$ cat src/rtl/uart_alu_pkg.sv
// Shared definitions for the ALU-result-to-UART byte path.
package uart_alu_pkg;

  localparam int unsigned byte_width_lp = 8;

  typedef enum logic {
    IDLE = 1'b0,
    SEND = 1'b1
  } serializer_state_e;

endpackage

$ cat src/rtl/word_serializer_if.sv
// Word-in / byte-out ready/valid bundle for word_serializer.
interface word_serializer_if #(
  parameter int unsigned width_p = 32
);

  logic [width_p-1:0] data_i;
  logic               valid_i;
  logic               ready_o;
  logic               valid_o;
  logic [7:0]         data_o;
  logic               ready_i;
  logic               busy_o;

  modport master (
    output data_i, valid_i, ready_i,
    input  ready_o, valid_o, data_o, busy_o
  );

  modport slave (
    input  data_i, valid_i, ready_i,
    output ready_o, valid_o, data_o, busy_o
  );

endinterface

$ cat src/rtl/word_serializer.sv
// Holds one width_p-bit word and streams it out one byte per handshake,
// accepting the next word on the last-byte cycle so words flow without bubbles.
module word_serializer
  import uart_alu_pkg::*;
#(
  parameter int unsigned width_p     = 32,
  parameter bit          msb_first_p = 1'b0
) (
  input  logic              clk_i,
  input  logic              reset_ni,
  word_serializer_if.slave  io
);

  localparam int unsigned bytes_lp  = width_p / byte_width_lp;
  localparam int unsigned cnt_w_lp  = (bytes_lp > 1) ? $clog2(bytes_lp) : 1;
  localparam logic [cnt_w_lp-1:0] last_cnt_lp = cnt_w_lp'(bytes_lp - 1);

  if ((width_p % byte_width_lp) != 0 || width_p < byte_width_lp) begin : g_bad_width
    $error("word_serializer: width_p must be a multiple of 8 and at least 8");
  end

  serializer_state_e   state_q, state_d;
  logic [width_p-1:0]  shift_q, shift_d;
  logic [cnt_w_lp-1:0] cnt_q, cnt_d;
  logic                last_s;
  logic                ready_s;

  // Next-state, shift and count; ready is combinational from ready_i on the last byte.
  always_comb begin
    state_d = state_q;
    shift_d = shift_q;
    cnt_d   = cnt_q;
    last_s  = (cnt_q == last_cnt_lp);
    ready_s = (state_q == IDLE) || ((state_q == SEND) && last_s && io.ready_i);

    case (state_q)
      IDLE: begin
        if (io.valid_i) begin
          shift_d = io.data_i;
          cnt_d   = '0;
          state_d = SEND;
        end else begin
          state_d = IDLE;
        end
      end
      SEND: begin
        if (io.ready_i) begin
          if (!last_s) begin
            if (msb_first_p) begin
              shift_d = shift_q << byte_width_lp;
            end else begin
              shift_d = shift_q >> byte_width_lp;
            end
            cnt_d = cnt_q + cnt_w_lp'(1);
          end else if (io.valid_i) begin
            shift_d = io.data_i;
            cnt_d   = '0;
            state_d = SEND;
          end else begin
            // Clearing on return to IDLE keeps data_o at 00 while nothing is held.
            shift_d = '0;
            cnt_d   = '0;
            state_d = IDLE;
          end
        end else begin
          state_d = SEND;
        end
      end
      default: begin
        shift_d = '0;
        cnt_d   = '0;
        state_d = IDLE;
      end
    endcase
  end

  // State, shift register and byte counter.
  always_ff @(posedge clk_i or negedge reset_ni) begin
    if (!reset_ni) begin
      state_q <= IDLE;
      shift_q <= '0;
      cnt_q   <= '0;
    end else begin
      state_q <= state_d;
      shift_q <= shift_d;
      cnt_q   <= cnt_d;
    end
  end

  assign io.ready_o = ready_s;
  assign io.valid_o = (state_q == SEND);
  assign io.busy_o  = (state_q == SEND);
  assign io.data_o  = msb_first_p ? shift_q[width_p-1 -: byte_width_lp]
                                  : shift_q[byte_width_lp-1:0];

endmodule

$ cat src/flat_wrapper.sv
// flat-port wrapper written by rule: the top's interface ports become plain ports
module word_serializer_flat import uart_alu_pkg::*;
#(
  parameter int unsigned width_p     = 32,
  parameter bit          msb_first_p = 1'b0
)
  (clk_i, reset_ni, io_data_i, io_valid_i, io_ready_i, io_ready_o, io_valid_o, io_data_o, io_busy_o);
  word_serializer_if #(.width_p(width_p)) io_i ();
  input  logic clk_i;
  input  logic reset_ni;
  input wire logic [$bits(io_i.data_i)-1:0] io_data_i;
  input wire logic [$bits(io_i.valid_i)-1:0] io_valid_i;
  input wire logic [$bits(io_i.ready_i)-1:0] io_ready_i;
  output wire logic [$bits(io_i.ready_o)-1:0] io_ready_o;
  output wire logic [$bits(io_i.valid_o)-1:0] io_valid_o;
  output wire logic [$bits(io_i.data_o)-1:0] io_data_o;
  output wire logic [$bits(io_i.busy_o)-1:0] io_busy_o;
  assign io_i.data_i = io_data_i;
  assign io_i.valid_i = io_valid_i;
  assign io_i.ready_i = io_ready_i;
  assign io_ready_o = io_i.ready_o;
  assign io_valid_o = io_i.valid_o;
  assign io_data_o = io_i.data_o;
  assign io_busy_o = io_i.busy_o;
  word_serializer #(.width_p(width_p), .msb_first_p(msb_first_p)) u_core (.clk_i(clk_i), .reset_ni(reset_ni), .io(io_i));
endmodule
$ cat config.mk
export PLATFORM = sky130hd
export DESIGN_NAME = word_serializer_flat
export DESIGN_NICKNAME = d
export VERILOG_FILES = /design/src/rtl/uart_alu_pkg.sv /design/src/rtl/word_serializer_if.sv /design/src/rtl/word_serializer.sv /design/src/flat_wrapper.sv
export SDC_FILE = /design/constraint.sdc
export NUM_CORES = 1
export LEC_CHECK = 0
export BUFFER_PORTS_ARGS = -buffer_cell sky130_fd_sc_hd__buf_4
export CAP_MARGIN = 20
export CORE_MARGIN = 5
export CORE_UTILIZATION = 35
export CTS_CLUSTER_SIZE = 14
export DETAILED_ROUTE_END_ITERATION = 8
export PLACE_DENSITY_LB_ADDON = 0.12
export SETUP_SLACK_MARGIN = 0.02
export SLEW_MARGIN = 10
export SYNTH_ARGS = -nofsm -noshare
export SYNTH_HDL_FRONTEND = slang
export SYNTH_SLANG_ARGS = --single-unit
$ cat constraint.sdc
create_clock -name clk_i -period 2 [get_ports clk_i]
set_input_delay 0.4 -clock clk_i [delete_from_list [all_inputs] [get_ports clk_i]]
set_output_delay 0.4 -clock clk_i [all_outputs]
set_load 0.005 [all_outputs]
==> impl_metrics.tcl <==
set metrics [dict create \
    dieArea_um2 6580 \
    clock-root-buffer "clkbuf_8" \
    routedWlPerCell_um 15.3 \
    ys_seq_area_share_pct 49.4 \
    wl_met3_um 275 \
    numCtsBuffers 5 \
    setup_viol 0 \
    min_period_ns 1.64 \
    synth.most_common_cell "nor2_1" \
    place.gp.congestion 0.703 \
    hold_slack_ns 0.0637 \
    max_stage_delay_ns 0.43 \
    synth_top_area_share_pct 49.4 \
    grt_max_degree 36 \
    die_h_um 81.1 \
    wl_met2_um 1730 \
    postCtsSetupBuffers 0 \
    synth_edf_count 0 \
    cts_resized 0 \
    ant_nets 0 \
    htree_levels 2 \
    ir_drop_mv 0.455 \
    hold_class "primary input to async pin" \
    antenna_cells 0 \
    vias 1256 \
    dieWidth_um 81.1 \
    fin_cells 256 \
    drv_slew 0 \
    routed_wl_um 3910 \
    overflow 0 \
    cts_sinks 35 \
    drt_iter0_markers 75 \
    crit_path_end_kind "output port" \
    path_delay_family "flip-flops" \
    drive_gt1_share_pct 43.4 \
    clk_pin_slew_ns 0.07 \
    crit_chain "ha_1 > nand2_1 > nand2_1 > buf_4" \
    p_leak_nw 0.995 \
    cts_tree "yes" \
    syn_avg_cell_area_um2 11.6 \
    synth_area_leader_cell "dfrtp_1" \
    path_buf_inv 1 \
    yosys_warnings 0 \
    tightest_slew_ns 0.494 \
    dpl_cell_area_um2 2070 \
    synthCells 153 \
    io_pins 47 \
    slowest_stage "dfrtp_1" \
    critical_path.startpoint_type "flip-flop" \
    syn_nets 191 \
    ys.flop_type "dfrtp_1" \
    regArea_um2 876 \
    slew_headroom_pct 67.0 \
    multiInputGateArea_um2 746 \
    dpl_worst_slack_ns 0.400 \
    rows 25 \
    synth_async_sr_flop_share_pct 100 \
    grt_pass1_vias 1318 \
    grt_pass1_wl_um 6480 \
    worstSetupPathType "flip-flop to output port" \
    final.fill_count 492 \
    rsz0062_at_grt "no" \
    worst_slack_ns 0.363 \
    pwr_density_cell_nw_per_um2 1320 \
    critPathRequiredTime_ns 1.60 \
    clk-insertion-delay-late_ns 0.29 \
    coreArea_um2 4820 \
    clock_skew_ns 0.00698 \
    dr.pass1.iters 4 \
    max-cap-violations 0 \
    post-route-cell-area_um2 2170 \
    hold_buffers 0 \
    finalHoldViolations 0 \
    path_common_cell "nand2_1" \
    ys_ff_latch 35 \
    crit_arrival_ns 1.24 \
    period_share_pct 81.9 \
    dpl.hpwl_um 2690 \
    top_layer "met4" \
    syn_area_um2 1770 \
    vias_per_cell 4.91 \
    antenna_found_initial 0 \
    final_nets 226 \
    place_inst 248 \
    grt.total_usage_pct 13.1 \
    ys_types 19 \
    synth_top_cells_by_count "nor2_1 (49), dfrtp_1 (35), a221oi_2 (20)" \
    portBuffers 46 \
    wl_met1_um 1870 \
    synth_area_leaders "dfrtp_1 (49%), a221oi_2 (17%), nor2_1 (10%), buf_4 (5.1%), a22o_1 (4.9%)" \
    status "complete, no violations" \
    setup_tns_ns 0 \
    clk_path_buf_depth 2 \
    area_growth_syn_to_layout_pct 22.7 \
    start_util_pct 36.8 \
    route.detailed.drc 0 \
    critPathMaxFanout 4 \
    fmax_ghz 0.611 \
]
-- stage by stage --
stage	utilization [%]	total power, mW
CTS	45.1	2.90
global route	45.1	3.09
detailed placement	43.0	2.33
global placement	43.0	2.28
finish	45.1	2.86
floorplan	-	2.10
-- flip-flops by register name, summed over array words and instances (netlist names) --
name              count
u_core.cnt_q          2
u_core.io.busy_o      1
u_core.shift_q       32
-- where the power goes --
| part | internal (mW) | switching (mW) |
|---|---|---|
| combinational | 0.545 | 0.548 |
| sequential | 0.993 | 0.210 |
| clock | 0.314 | 0.253 |
-- path summary, 6_finish.rpt --
path	start	to	slack [ns]	cells past startpoint
setup / recovery	u_core.cnt_q[0]$_DFFE_PN0P_	io_ready_o	0.36	4
hold / removal	reset_ni	u_core.shift_q[4]$_DFFE_PN0P_	0.06	1
setup reg to reg	u_core.cnt_q[0]$_DFFE_PN0P_	u_core.shift_q[5]$_DFFE_PN0P_	0.40	4
hold reg to reg	u_core.shift_q[6]$_DFFE_PN0P_	u_core.shift_q[6]$_DFFE_PN0P_	0.49	2
max in group asynchronous	reset_ni	u_core.shift_q[2]$_DFFE_PN0P_	1.61	1
min in group clk_i	io_data_i[29]	u_core.shift_q[29]$_DFFE_PN0P_	0.33	2
-- layout make-up --
cell class,count,area share [%]
timing repair buffer,49,16.9
sequential,35,40.3
clock buffer,8,4.61
multi-input combinational,97,34.3
tap,67,3.86
-- metal layers --
metal | global-route usage (%) | vias to the layer above
met2 | 19.3 | 33
met1 | 17.8 | 604
li1 | - | 613
met5 | 0 | -
met3 | 4.99 | 6
met4 | 4.05 | 0
-- logic make-up (layout without fill, tap and decap cells) --
family	after synthesis	count (layout)	share of synthesized area, %
AND/OR/NAND/NOR	55	55	12.2
buffers and inverters	21	57	8.62
adder cells (fa/ha/maj)	2	2	1.41
flip-flops	35	35	49.4
AO/OA/AOI/OAI	36	36	25.2
multiplexers	4	4	3.11
-- layout by cell type, fill, tap and decap left out, types with 2 or more instances in the layout --
master	instances
a22o_1	10
nor2_1	49
a221oi_2	20
dfrtp_1	35
ha_1	2
clkbuf_8	7
mux2_2	2
nand2_1	2
a221oi_1	4
buf_4	49
Note: power is estimated with default switching activity, not from simulation.
